`src/rtl/bios_tx.sv`:
```
// BIOS response framer: serialises header, optional payload and optional XOR checksum
// bytes to a UART transmitter. Checksum byte is enabled by defining BIOS_TX_CHECKSUM_EN.
module bios_tx #(
  parameter logic [7:0] ECHO_BYTE = 8'hA5
) (
  input  logic        clk,
  input  logic        rst_n,
  input  logic        clk_en,
  input  logic        resp_valid,
  output logic        resp_ready,
  input  logic [1:0]  resp_kind,
  input  logic [1:0]  resp_size,
  input  logic [3:0]  resp_err,
  input  logic [31:0] resp_data,
  output logic        tx_valid,
  input  logic        tx_ready,
  output logic [7:0]  tx_data,
  output logic        busy,
  output logic [7:0]  frame_count
);

`ifdef BIOS_TX_CHECKSUM_EN
  typedef enum logic [1:0] {IDLE, HDR, PAYLOAD, CSUM} state_e;
`else
  typedef enum logic [1:0] {IDLE, HDR, PAYLOAD} state_e;
`endif

  localparam logic [1:0] K_ECHO = 2'b01;
  localparam logic [1:0] K_DATA = 2'b10;

  state_e      state_q, state_d;
  logic        tx_valid_q, tx_valid_d;
  logic [7:0]  tx_data_q, tx_data_d;
  logic [1:0]  kind_q, kind_d;
  logic [1:0]  size_q, size_d;
  logic [31:0] data_q, data_d;
  logic [1:0]  idx_q, idx_d;
  logic [7:0]  frame_cnt_q, frame_cnt_d;
`ifdef BIOS_TX_CHECKSUM_EN
  logic [7:0]  csum_q, csum_d;
`endif

  logic       xfer;
  logic       fin;
  logic [1:0] last_idx;
  logic [1:0] nxt_idx;

  assign xfer    = tx_valid_q & tx_ready & clk_en;
  assign nxt_idx = idx_q + 2'd1;

  // ECHO carries a single byte; DATA sizes 10 and 11 both carry four
  always_comb begin
    last_idx = 2'd0;
    if (kind_q == K_DATA) begin
      case (size_q)
        2'b00:   last_idx = 2'd0;
        2'b01:   last_idx = 2'd1;
        default: last_idx = 2'd3;
      endcase
    end
  end

  always_comb begin
    state_d     = state_q;
    tx_valid_d  = tx_valid_q;
    tx_data_d   = tx_data_q;
    kind_d      = kind_q;
    size_d      = size_q;
    data_d      = data_q;
    idx_d       = idx_q;
    frame_cnt_d = frame_cnt_q;
    fin         = 1'b0;
`ifdef BIOS_TX_CHECKSUM_EN
    csum_d      = csum_q;
    if (xfer) csum_d = csum_q ^ tx_data_q;
`endif
    case (state_q)
      IDLE: begin
        if (clk_en && resp_valid) begin
          kind_d     = resp_kind;
          size_d     = resp_size;
          data_d     = resp_data;
          idx_d      = 2'd0;
`ifdef BIOS_TX_CHECKSUM_EN
          csum_d     = 8'h00;
`endif
          tx_valid_d = 1'b1;
          tx_data_d  = {resp_kind, resp_size, resp_err};
          state_d    = HDR;
        end
      end
      HDR: begin
        if (xfer) begin
          idx_d = 2'd0;
          if (kind_q == K_DATA) begin
            tx_data_d = data_q[7:0];
            state_d   = PAYLOAD;
          end else if (kind_q == K_ECHO) begin
            tx_data_d = ECHO_BYTE;
            state_d   = PAYLOAD;
          end else begin
            fin = 1'b1;
          end
        end
      end
      PAYLOAD: begin
        if (xfer) begin
          if (idx_q == last_idx) begin
            fin = 1'b1;
          end else begin
            idx_d     = nxt_idx;
            tx_data_d = data_q[{nxt_idx, 3'b000} +: 8];
          end
        end
      end
`ifdef BIOS_TX_CHECKSUM_EN
      CSUM: begin
        if (xfer) begin
          state_d     = IDLE;
          tx_valid_d  = 1'b0;
          frame_cnt_d = frame_cnt_q + 8'd1;
        end
      end
`endif
      default: state_d = IDLE;
    endcase
    if (fin) begin
`ifdef BIOS_TX_CHECKSUM_EN
      state_d   = CSUM;
      tx_data_d = csum_d;
`else
      state_d     = IDLE;
      tx_valid_d  = 1'b0;
      frame_cnt_d = frame_cnt_q + 8'd1;
`endif
    end
  end

  always_ff @(posedge clk or negedge rst_n) begin
    if (!rst_n) begin
      state_q     <= IDLE;
      tx_valid_q  <= 1'b0;
      tx_data_q   <= 8'h00;
      kind_q      <= 2'b00;
      size_q      <= 2'b00;
      data_q      <= 32'h0;
      idx_q       <= 2'd0;
      frame_cnt_q <= 8'h00;
`ifdef BIOS_TX_CHECKSUM_EN
      csum_q      <= 8'h00;
`endif
    end else begin
      state_q     <= state_d;
      tx_valid_q  <= tx_valid_d;
      tx_data_q   <= tx_data_d;
      kind_q      <= kind_d;
      size_q      <= size_d;
      data_q      <= data_d;
      idx_q       <= idx_d;
      frame_cnt_q <= frame_cnt_d;
`ifdef BIOS_TX_CHECKSUM_EN
      csum_q      <= csum_d;
`endif
    end
  end

  assign resp_ready  = (state_q == IDLE);
  assign busy        = (state_q != IDLE);
  assign tx_valid    = tx_valid_q;
  assign tx_data     = tx_data_q;
  assign frame_count = frame_cnt_q;

endmodule

```
`config.mk`:
```
export PLATFORM = sky130hd
export DESIGN_NAME = bios_tx
export DESIGN_NICKNAME = d
export VERILOG_FILES = /design/src/rtl/bios_tx.sv
export SDC_FILE = /design/constraint.sdc
export NUM_CORES = 1
export LEC_CHECK = 0
export ABC_AREA = 1
export CORE_UTILIZATION = 35
export DETAILED_ROUTE_END_ITERATION = 10
export PLACE_DENSITY = 0.71
export SLEW_MARGIN = 20
export SYNTH_ARGS = -nofsm -noshare
export SYNTH_HDL_FRONTEND = slang
export SYNTH_SLANG_ARGS = --single-unit
export TNS_END_PERCENT = 5
```
`constraint.sdc`:
```
create_clock -name clk -period 1.8 [get_ports clk]
set_input_delay 0.18 -clock clk [delete_from_list [all_inputs] [get_ports clk]]
set_output_delay 0.18 -clock clk [all_outputs]
set_load 0.05 [all_outputs]
```
==> flow_summary.json <==
{
  "status": "complete, no violations",
  "endpoint_kind": "primary output",
  "synthFlopType": "dfrtp_1",
  "fin_crit_sh": 0.9570,
  "clk_pin_slew_worst_paths_ns": 0.07,
  "critPathTopFamily": "buffers and inverters",
  "die-height_microns": 94.18,
  "cts-root-buf": "clkbuf_8",
  "clock.fmax_mhz": 580.5,
  "rsz0062_at_grt": "yes",
  "routed_wl_mm": 6.575,
  "p_int_uw": 4366,
  "grt_pass1_vias": 2411,
  "reg2reg_depth": 7,
  "drc": 0,
  "io_buffers": 63,
  "drtAntennaViolNets": 0,
  "grt.overflow.total": 0,
  "die_w_microns": 94.18,
  "fp-row-count": 33,
  "vias_per_cell": 4.658,
  "dp_hpwl_mm": 4.729,
  "first_pass_iters": 4,
  "grt_pass1_wl_mm": 11.10,
  "fill_cells": 768,
  "core_sq_um": 8217,
  "syn_area_sq_um": 2974,
  "worst_path_max_delay_cell": "clkdlybuf4s50_1",
  "pwr_density_cell_nw_per_um2": 1845,
  "syn_avg_cell_area_sq_um": 8.878,
  "cellLeakagePower_uw": 0.001991,
  "critical_path.startpoint_type": "register",
  "io-pin-count": 64,
  "cts_sinks": 57,
  "worst_ir_drop_vdd_mv": 0.6659,
  "slew_headroom": 0.6632,
  "synth_area_leaders": "dfrtp_1, nand2_1, mux2_2, nand3_1, inv_1",
  "cp.depth": 1,
  "hp-class": "input port to async pin",
  "cp_cell_sequence": "clkdlybuf4s50_1",
  "die_area_sq_um": 8870,
  "num_antenna_cells": 0,
  "final_cells": 521,
  "path_class": "register to primary output",
  "crit_path_max_incr_delay_ns": 0.81,
  "synth_top_area_frac": 0.4796,
  "period_minus_slack_ns": 1.723,
  "antenna_found_initial": 0,
  "crit_arrival_ns": 1.54,
  "syn-instance-count": 335,
  "htree_levels": 3,
  "synth-edff-count": 0,
  "power.switching_uw": 3175,
  "sequentialPowerShare": 0.300,
  "crit_start": "frame_count[7]",
  "netlist_top_cells_count": "nand2_1, dfrtp_1, mux2_2",
  "comb_power_share": 0.501,
  "grtUsageTotal": 0.1646,
  "power_frac_clock": 0.199,
  "routed-via-count": 2427,
  "grt_max_degree": 58,
  "drt_iter0_markers": 97,
  "cp_max_fo": 3,
  "worst_slew_pin_slew_ns": 0.5044,
  "synth_seq_cells": 57,
  "worstReg2RegStart": "state_q[1]",
  "gp_congestion": 0.8115,
  "synthDistinctLibCells": 28,
  "crit_buf_inv": 1,
  "setup_viol": 0,
  "maxCapViolCount": 0,
  "syn2layout_area_growth_pct": 37.40,
  "numCtsBuffers": 9,
  "post_drt_wl_per_cell_microns": 12.62,
  "hold_viol": 0,
  "skew_ns": 0.01222,
  "required_ns": 1.62,
  "slew_violations": 0,
  "tritoncts": "built",
  "ys_warn_count": 0,
  "synth_nets": 388,
  "fin_nets": 464,
  "regArea_sq_um": 1428,
  "multi_input_area_sq_um": 1390,
  "initial_core_util": 0.3620,
  "yosysSeqAreaShare": 0.4796,
  "async_flop_share": 1.000,
  "final_util": 0.4973,
  "drive_above_1_share": 0.2091,
  "synth_most_common_cell": "nand2_1",
  "cts_buffer_depth": 2,
  "place_inst": 501,
  "netlist.top_cell.by_area": "dfrtp_1",
  "clkLatencyLatePin_ns": 0.34,
  "swShare": 0.4210
}
-- what timing repair did --
item / CTS / global route
pin swaps: 0 / 1
gates cloned: 0 / 1
hold buffers: 1 / 0
hold endpoints to repair: 57 / 0
buffers inserted: 0 / 2
setup endpoints to repair: 1 / 16
resized for setup: 1 / 9
-- stage by stage --
step	setup slack, ns	hold slack (ns)	cell area [sq um]	total power (uW)	setup TNS, ns
floorplan	0.001664	-0.1156	2977	4870	0
global placement	0.1154	0.2013	3779	5870	0
detailed placement	0.02334	0.2068	3779	5977	0
CTS	0.005325	0.3721	4036	7507	0
global route	-0.02731	0.3762	4086	8153	-0.08549
finish	0.07745	0.3628	4086	7541	0
-- sequential cells by signal, indices dropped and copies added (netlist names) --
signal / cells
data_q: 32
frame_count: 8
idx_q: 2
kind_q: 2
size_q: 2
state_q: 2
tx_data: 8
tx_valid: 1
-- path summary, 6_finish.rpt --
check                                       to  slack (ns)
worst max-delay path            frame_count[7]        0.08
worst min-delay path            frame_count[4]        0.36
worst max register to register      tx_data[4]        0.08
worst min register to register      tx_data[0]        0.49
max in group asynchronous           data_q[24]        1.16
min in group clk                    data_q[28]        0.42
-- cell families (layout without fill, tap and decap cells) --
kind of cell	after synthesis	after routing	synth area share
and+or+nand+nor	159	160	0.2339
DFF	57	57	0.4796
buffers and inverters	41	121	0.06268
AOI/OAI and AO/OA	38	38	0.07236
muxes	28	28	0.1060
adders and majority gates	8	8	0.03366
xor gates and xnor gates	4	4	0.01178
-- cell usage in the layout, fill, tap and decap left out, types with 2 or more instances in the layout --
cell               n
clkinv_4           2
mux2_2            28
ha_1               6
or2_2              4
nand3_2            3
clkdlybuf4s50_1   53
a21oi_1           15
ha_2               2
buf_4             11
nor2_1            10
nand4_1            2
dlymetal6s2s_1     5
o21ai_2            3
clkbuf_8           9
o21ai_0           15
inv_6              2
nand2_2            3
bufinv_16          3
inv_2              2
xnor2_1            4
dfrtp_1           56
inv_1             27
nor2_2             4
o21ai_1            3
nand3_1           23
buf_12             4
nand2_1          107
-- cell type report --
class,instances,area share
clock buffers,9,0.03031
clock inverters,7,0.03062
inverters,29,0.02664
multi-input cells,238,0.3402
flip-flops and latches,57,0.3494
well taps,105,0.03215
repair buffers,76,0.1908
-- metal layers --
metal  track usage  part of all wire  vias up  wire length (microns)
met5             0                 0        -                      0
met3       0.04693             0.046       11                    301
met1        0.2055              0.46     1115                   2992
li1              -                 -     1238                      -
met2        0.2699              0.48       63                   3163
met4       0.05769             0.018        0                    118
-- power groups by stage --
stage / Clock, uW / Sequential [uW] / Combinational, uW
4_1_cts: 1540 / 2260 / 3710
5_1_grt: 1590 / 2340 / 4220
3_3_place_gp: 0 / 2250 / 3620
6_report: 1500 / 2260 / 3780
2_1_floorplan: 0 / 2600 / 2270
3_5_place_dp: 0 / 2280 / 3700
Note: power is estimated with default switching activity, not from simulation.
